**config.mk**
```make
export PLATFORM = sky130hd
export DESIGN_NAME = tt_serial_adder
export DESIGN_NICKNAME = d
export VERILOG_FILES = /design/src/rtl/tt_adder_pkg.sv /design/src/rtl/tt_full_adder_cell.sv /design/src/rtl/tt_serial_adder.sv
export SDC_FILE = /design/constraint.sdc
export NUM_CORES = 1
export LEC_CHECK = 0
export BUFFER_PORTS_ARGS = -buffer_cell sky130_fd_sc_hd__buf_2
export CORE_MARGIN = 4
export CORE_UTILIZATION = 30
export DETAILED_ROUTE_END_ITERATION = 10
export GPL_ROUTABILITY_DRIVEN = 0
export HOLD_SLACK_MARGIN = 0.05
export PLACE_DENSITY = 0.59
export SYNTH_ARGS = -nofsm -noshare
export SYNTH_HDL_FRONTEND = slang
export SYNTH_SLANG_ARGS = --single-unit
```
**constraint.sdc**
```tcl
create_clock -name clk -period 1.9 [get_ports clk]
set_input_delay 0.285 -clock clk [delete_from_list [all_inputs] [get_ports clk]]
set_output_delay 0.285 -clock clk [all_outputs]
set_load 0.03 [all_outputs]
```
**src/rtl/tt_adder_pkg.sv**
```systemverilog
// tt_adder_pkg: shared FSM states, counter sizing and width limits for the serial adder.
package tt_adder_pkg;

    typedef enum logic [1:0] {IDLE, RUN, DONE} state_t;

    localparam int MIN_WIDTH = 2;
    localparam int MAX_WIDTH = 32;

    // Bits needed to count 0..n-1; never less than one.
    function automatic int clog2(input int n);
        int r;
        r = 1;
        while ((1 << r) < n) r++;
        return r;
    endfunction

endpackage

```
**src/rtl/tt_full_adder_cell.sv**
```systemverilog
// tt_full_adder_cell: one-bit full adder, the single arithmetic cell of the serial adder.
//   a, b, cin : input bits
//   s         : sum bit
//   cout      : carry out
module tt_full_adder_cell (
    input  logic a,
    input  logic b,
    input  logic cin,
    output logic s,
    output logic cout
);

    assign s    = a ^ b ^ cin;
    assign cout = (a & b) | (cin & (a ^ b));

endmodule

```
**src/rtl/tt_serial_adder.sv**
```systemverilog
// tt_serial_adder: LSB-first bit-serial add/subtract of two WIDTH-bit operands.
//   clk, rst             : clock, asynchronous active-high reset
//   in_valid, in_ready   : operand handshake (a, b, sub sampled on accept)
//   out_valid, out_ready : result handshake (sum, carry_out, overflow)
//   busy                 : high while bits are being processed
module tt_serial_adder
    import tt_adder_pkg::*;
#(
    parameter int WIDTH = 8
) (
    input  logic             clk,
    input  logic             rst,
    input  logic             in_valid,
    output logic             in_ready,
    input  logic [WIDTH-1:0] a,
    input  logic [WIDTH-1:0] b,
    input  logic             sub,
    output logic             out_valid,
    input  logic             out_ready,
    output logic [WIDTH-1:0] sum,
    output logic             carry_out,
    output logic             overflow,
    output logic             busy
);

    localparam int CW = clog2(WIDTH);

    if (WIDTH < MIN_WIDTH || WIDTH > MAX_WIDTH) begin : g_bad_width
        $error("tt_serial_adder: WIDTH out of range");
    end

    state_t           state_q, state_d;
    logic [WIDTH-1:0] op_a_q, op_a_d, op_b_q, op_b_d, sum_q, sum_d;
    logic [CW-1:0]    cnt_q, cnt_d;
    logic             carry_q, carry_d, ovf_q, ovf_d;
    logic             fa_s, fa_c, last;

    tt_full_adder_cell u_fa (
        .a   (op_a_q[0]),
        .b   (op_b_q[0]),
        .cin (carry_q),
        .s   (fa_s),
        .cout(fa_c)
    );

    assign last = cnt_q == CW'(WIDTH - 1);

    always_comb begin
        state_d = state_q;
        op_a_d  = op_a_q;
        op_b_d  = op_b_q;
        sum_d   = sum_q;
        cnt_d   = cnt_q;
        carry_d = carry_q;
        ovf_d   = ovf_q;
        case (state_q)
            IDLE: if (in_valid) begin
                // Subtract as a + ~b + 1, the +1 entering as the initial carry.
                op_a_d  = a;
                op_b_d  = sub ? ~b : b;
                carry_d = sub;
                cnt_d   = '0;
                state_d = RUN;
            end
            RUN: begin
                op_a_d  = op_a_q >> 1;
                op_b_d  = op_b_q >> 1;
                sum_d   = {fa_s, sum_q[WIDTH-1:1]};
                carry_d = fa_c;
                cnt_d   = cnt_q + CW'(1);
                if (last) begin
                    // carry_q is still the carry into the MSB here.
                    ovf_d   = carry_q ^ fa_c;
                    state_d = DONE;
                end
            end
            DONE: if (out_ready) state_d = IDLE;
            default: state_d = IDLE;
        endcase
    end

    always_ff @(posedge clk or posedge rst) begin
        if (rst) begin
            state_q <= IDLE;
            op_a_q  <= '0;
            op_b_q  <= '0;
            sum_q   <= '0;
            cnt_q   <= '0;
            carry_q <= 1'b0;
            ovf_q   <= 1'b0;
        end else begin
            state_q <= state_d;
            op_a_q  <= op_a_d;
            op_b_q  <= op_b_d;
            sum_q   <= sum_d;
            cnt_q   <= cnt_d;
            carry_q <= carry_d;
            ovf_q   <= ovf_d;
        end
    end

    assign in_ready  = state_q == IDLE;
    assign out_valid = state_q == DONE;
    assign busy      = state_q == RUN;
    assign sum       = sum_q;
    assign carry_out = carry_q;
    assign overflow  = ovf_q;

endmodule

```
==> results.toml, run 1 <==
[finish]
drive_gt1_share_pct = 33.9
instances_no_fill = 219
nets = 190
n_antenna_cell = 0
area_growth_pct = 20.3

[global_routing]
grt_antenna_before_repair = 0
grt_first_pass_wirelength_mm = 5.17
use_met2_pct = 16.1
first_global_vias = 1086
top_usage_layer = "met2"
grt_util_met1_pct = 14.4
grt_max_degree = 32
grtUsageTotal_pct = 11.0
grtUsageMet3_pct = 3.83
grt_overflow_total = 0

[pwr]
p_leak_uw = 0.000847
power.share.sequential_pct = 40.2
p_int_uw = 1720
ir_drop_uv = 492
p_sw_share_pct = 39.4
netSwitchingPower_uw = 1120
power.density_mw_per_mm2 = 1630
comb_power_share_pct = 43.8
clkPwrFrac_pct = 16.0

[floorplan]
rows = 25
die_y_um = 77.5
io_pins = 34
core_sq_mm = 0.00469
die_x_um = 77.5
dieArea_sq_mm = 0.00601
start_util_pct = 30.9

[setup_path]
path_cells = "clkinv_1 -> nor2_1 -> buf_2"
cpPeakStageDelay_ps = 660
arrival_ps = 1440
critical_path_class = "reg2out"
cp_max_fo = 16
r2r_start = "state_q[1]$_DFFE_PP0P_"
r2r-end = "op_b_q[6]$_DFFE_PP0P_"
ff2ff_setup_slack_ps = 380
critPathLaunchType = "register"
critPathRequiredTime_ps = 1620
critPathCaptureType = "output port"
r2r_cells = 3
cp_slowest_cell = "dfrtp_1"

[synth]
yosysWarnings = 0
syn_area_per_cell_sq_um = 11.1
synth_fp_nets = 154
synth_commonest_cells = "dfrtp_1, nand2_1, o21ai_0"
synth_area_leaders = "dfrtp_1, mux2_2, nand2_1, xor2_1, o21ai_0"
yosysUniqueCellTypes = 28
synth-seq-area-share_pct = 53.5
synthArstFlopShare_pct = 100
syn_area_sq_mm = 0.00145
syn-instance-count = 130
synth.most_common_cell = "dfrtp_1"
synth_edf_count = 0
synthFlopType = "dfrtp_1"
synth.largest_area_cell = "dfrtp_1"
synth.ff_latch_count = 31
synth_top_cell_area_share_pct = 53.5

[clock_network]
cts.sinks = 31
numCtsBuffers = 5
clk_pin_slew_ps = 60
postCtsResizedCells = 0
cts_root_buf = "clkbuf_8"
cts_tree = "built"
htreeDepth = 2
cts_setup_buffers = 0
ctsHoldBuffers = 0
insertion_delay_ps = 270
clockBufferDepth = 2

[timing]
final_hold_viol_count = 0
fmax_mhz = 579
slew_headroom_pct = 51.2
setup_viol = 0
rsz0062_at_grt = "false"
finalClockSkew_ps = 1.52
tightest_slew_ps = 732
period_needed_ps = 1730
slew_viol_final = 0
setup_tns_ps = 0
period_share_pct = 90.9

[job]
maxCapViolCount = 0

[route]
drt_pass1_iterations = 6
num_vias = 1064
wl_mm = 2.93
avgRoutedWirePerCell_um = 13.4
viasPerCell = 4.86
ant_nets = 0
drt_iter0_drc = 71
drc = 0

[placed_design]
dp_hpwl_mm = 1.98
dp_cells = 211
io_buffers = 33

[worst_hold_path]
hp-class = "in2async"

[outcome]
status = "complete, no violations"
## cells by family after synthesis
logic type / synth area share, %
adders and majority gates: 3.11
DFF: 53.5
and+or+nand+nor: 10.4
xor gates and xnor gates: 5.44
muxes: 7.77
buffers and inverters: 4.40
AOI/OAI and AO/OA: 15.4
## metrics by stage
step | worst slack [ps] | hold slack (ps) | power [uW] | area, sq um | util [%]
finish | 172 | 77.7 | 2850 | 1740 | 37.1
global placement | 391 | 391 | 2360 | 1660 | 35.3
global route | 36.9 | 127 | 3080 | 1740 | 37.1
detailed placement | 380 | 391 | 2380 | 1660 | 35.3
CTS | 69.3 | 94.3 | 2860 | 1730 | 36.8
floorplan | 374 | 371 | 2080 | 1450 | -
## cell usage in the layout (no fill, tap or decap), drive strengths merged
master  instances
buf            38
dfrtp          31
nand2          22
o21ai          11
mux2           10
xor2            9
a22oi           7
a32oi           6
clkbuf          6
nor2            4
inv             3
nor2b           3
a22o            2
a21oi           2
ha              2
clkinv          1
nor3b           1
o21bai          1
a222oi          1
nand3           1
and3b           1
a31oi           1
o31ai           1
fa              1
## cell type report
cell class / instances / area [sq um]
timing repair buffer: 38 / 203
sequential: 31 / 776
inverter: 4 / 15.0
fill: 489 / 2950
multi-input combinational: 86 / 609
tap: 54 / 67.6
clock buffer: 6 / 72.6
## critical path: cells and delay by family, from the launching register on
family	cells	cell delay, ps
and+or+nand+nor	1	120
DFF	1	660
buffers and inverters	2	380
## routing by layer
metal / vias up / share of wire [%]
met4: 0 / 2.1
met5: - / 0
met2: 32 / 44
met1: 506 / 48
met3: 5 / 5.3
li1: 521 / -
## power by group through the flow
| stage | clock network, uW | registers, uW | logic, uW |
|---|---|---|---|
| 6_report | 457 | 1140 | 1250 |
| 3_5_place_dp | 0 | 1150 | 1230 |
| 5_1_grt | 508 | 1180 | 1380 |
| 2_1_floorplan | 0 | 1310 | 773 |
| 4_1_cts | 480 | 1140 | 1230 |
| 3_3_place_gp | 0 | 1150 | 1210 |
## state kept, by name, summed over array words and instances (netlist names)
register / count
op_b_q: 8
carry_out: 1
op_a_q: 8
sum: 8
overflow: 1
cnt_q: 3
state_q: 2
## worst max path at each step
stage | startpoint | to | cells past startpoint | slack, ps
after detailed placement | state_q[1]$_DFFE_PP0P_ | busy | 2 | 380
after floorplan | carry_out$_DFFE_PP0P_ | overflow$_DFFE_PP0P_ | 3 | 370
after CTS | state_q[1]$_DFFE_PP0P_ | busy | 2 | 70
final | state_q[1]$_DFFE_PP0P_ | out_valid | 3 | 170
after global routing | state_q[1]$_DFFE_PP0P_ | out_valid | 3 | 40
after global placement | state_q[1]$_DFFE_PP0P_ | busy | 2 | 390
Note: power is estimated with default switching activity, not from simulation.
==> run 2, diff against run 1 <==
Settings changed: HOLD_SLACK_MARGIN 0.05 to not set, PLACE_DENSITY 0.59 to 0.47.
==> results.toml, run 2 (synthesized netlist as in run 1, its figures left out) <==
[setup_path]
cpPeakStageDelay_ps = 680
critPathRequiredTime_ps = 1620
cp_max_fo = 16
cp_slowest_cell = "dfrtp_1"
path_cells = "clkinv_1 -> nor2_1 -> buf_2"
critPathLaunchType = "register"
critical_path_buf_inv_count = 2
critical_path_class = "reg2out"
arrival_ps = 1460
critPathCaptureType = "output port"
critPathTopFamily = "flip-flops"

[global_routing]
grt_max_degree = 32
grt_overflow_total = 0
grt_first_pass_wirelength_mm = 5.37
first_global_vias = 1155
grt_antenna_before_repair = 0
grtUsageTotal_pct = 11.3

[finish]
finalInstanceArea_sq_mm = 0.00181
fillCellCount = 498
nets = 197
multi_input_area_sq_um = 609
register_area_sq_um = 776
drive_gt1_share_pct = 37.9
final_util_pct = 38.5
area_growth_pct = 24.7
n_antenna_cell = 0
final_cell_mix = "buf_2, dfrtp_1, nand2_1, buf_4, o21ai_0"
layout_commonest_cell = "buf_2"

[pwr]
netSwitchingPower_uw = 1180
power.share.sequential_pct = 38.3
p_leak_uw = 0.000891
ir_drop_uv = 555
p_sw_share_pct = 39.5
comb_power_share_pct = 45.4
p_int_uw = 1810
power.total_uw = 2990
clkPwrFrac_pct = 16.3
power.density_mw_per_mm2 = 1660

[clock_network]
numCtsBuffers = 5
cts_root_buf = "clkbuf_8"
cts_tree = "built"
insertion_delay_ps = 280
clockBufferDepth = 2
htreeDepth = 2
clk_pin_slew_ps = 70
cts.sinks = 31

[route]
drt_pass1_iterations = 4
ant_nets = 0
avgRoutedWirePerCell_um = 13.9
drc = 0
wl_mm = 3.17
drt_iter0_drc = 25
num_vias = 1111
viasPerCell = 4.87

[floorplan]
rows = 25
core_sq_mm = 0.00469
die_y_um = 77.5
die_x_um = 77.5
io_pins = 34
start_util_pct = 30.9
dieArea_sq_mm = 0.00601

[timing]
fmax_mhz = 572
finalClockSkew_ps = 6.34
slew_headroom_pct = 64.4
setup_tns_ps = 0
slew_viol_final = 0
setup_ws_ps = 151
period_needed_ps = 1750
rsz0062_at_grt = "false"
setup_viol = 0
final_hold_viol_count = 0
tightest_slew_ps = 533
period_share_pct = 92.0

[placed_design]
dp_slack_ps = 355
dp_hpwl_mm = 2.29
place_area_sq_mm = 0.00168
io_buffers = 33

[outcome]
status = "complete, no violations"

[worst_hold_path]
hp-class = "in2async"

[job]
maxCapViolCount = 0
[run 2: changes by cell type in the layout (fill, tap and decap cells not counted)]
cell      change
clkbuf_1      -1
buf_4         +7
clkinv_2      +3
[run 2: through the flow]
stage	hold WS [ps]	instances
after floorplan	371	130
after global placement	385	214
after detailed placement	389	214
after CTS	85.7	222
after global routing	126	228
final	82.2	228
[run 2: cell type report]
cell class	count	area share, %
sequential	31	42.9
multi-input combinational	86	33.7
timing repair buffer	45	14.1
clock buffer	5	3.81
tap	54	3.74
clock inverter	3	0.831
inverter	4	0.831
[run 2: per-layer routing]
metal  wire [um]  part of all wire (%)  GRT usage, %  vias to the layer above
met1        1390                    44          13.5                      538
met5           0                     0             0                        -
met3         186                   5.9          4.41                        3
li1            -                     -             -                      541
met4          16                  0.50          3.20                        0
met2        1580                    50          18.7                       29
[run 2: power groups by stage]
stage | logic [uW] | clock network [uW] | registers [uW]
floorplan | 773 | 0 | 1310
detailed placement | 1280 | 0 | 1160
finish | 1360 | 488 | 1150
global placement | 1250 | 0 | 1150
CTS | 1280 | 509 | 1150
global route | 1500 | 544 | 1190
[run 2: timing repair]
item | CTS | global route
hold buffers | 0 | 0
setup buffers | 0 | 6
endpoints found under the setup margin | 0 | 1
resized for setup | 0 | 0
[run 2: path summary, 6_finish.rpt]
| check | start | end | slack (ps) | depth (start not counted) |
|---|---|---|---|---|
| worst max-delay path | state_q[1]$_DFFE_PP0P_ | out_valid | 150 | 3 |
| worst min register to register | op_b_q[2]$_DFFE_PP0P_ | op_b_q[2]$_DFFE_PP0P_ | 480 | 2 |
| min in group clk | out_ready | state_q[1]$_DFFE_PP0P_ | 210 | 2 |
| worst min-delay path | rst | op_b_q[1]$_DFFE_PP0P_ | 80 | 3 |
| worst max register to register | state_q[1]$_DFFE_PP0P_ | sum[5]$_DFFE_PP0P_ | 380 | 3 |
| max in group asynchronous | rst | sum[1]$_DFFE_PP0P_ | 1530 | 3 |
[run 2: worst register-to-register path: cells and delay by family, from the launching register on]
kind          cells  cell delay [ps]
flops             1              580
mux               1              330
simple gates      1              310
buf+inv           1              190
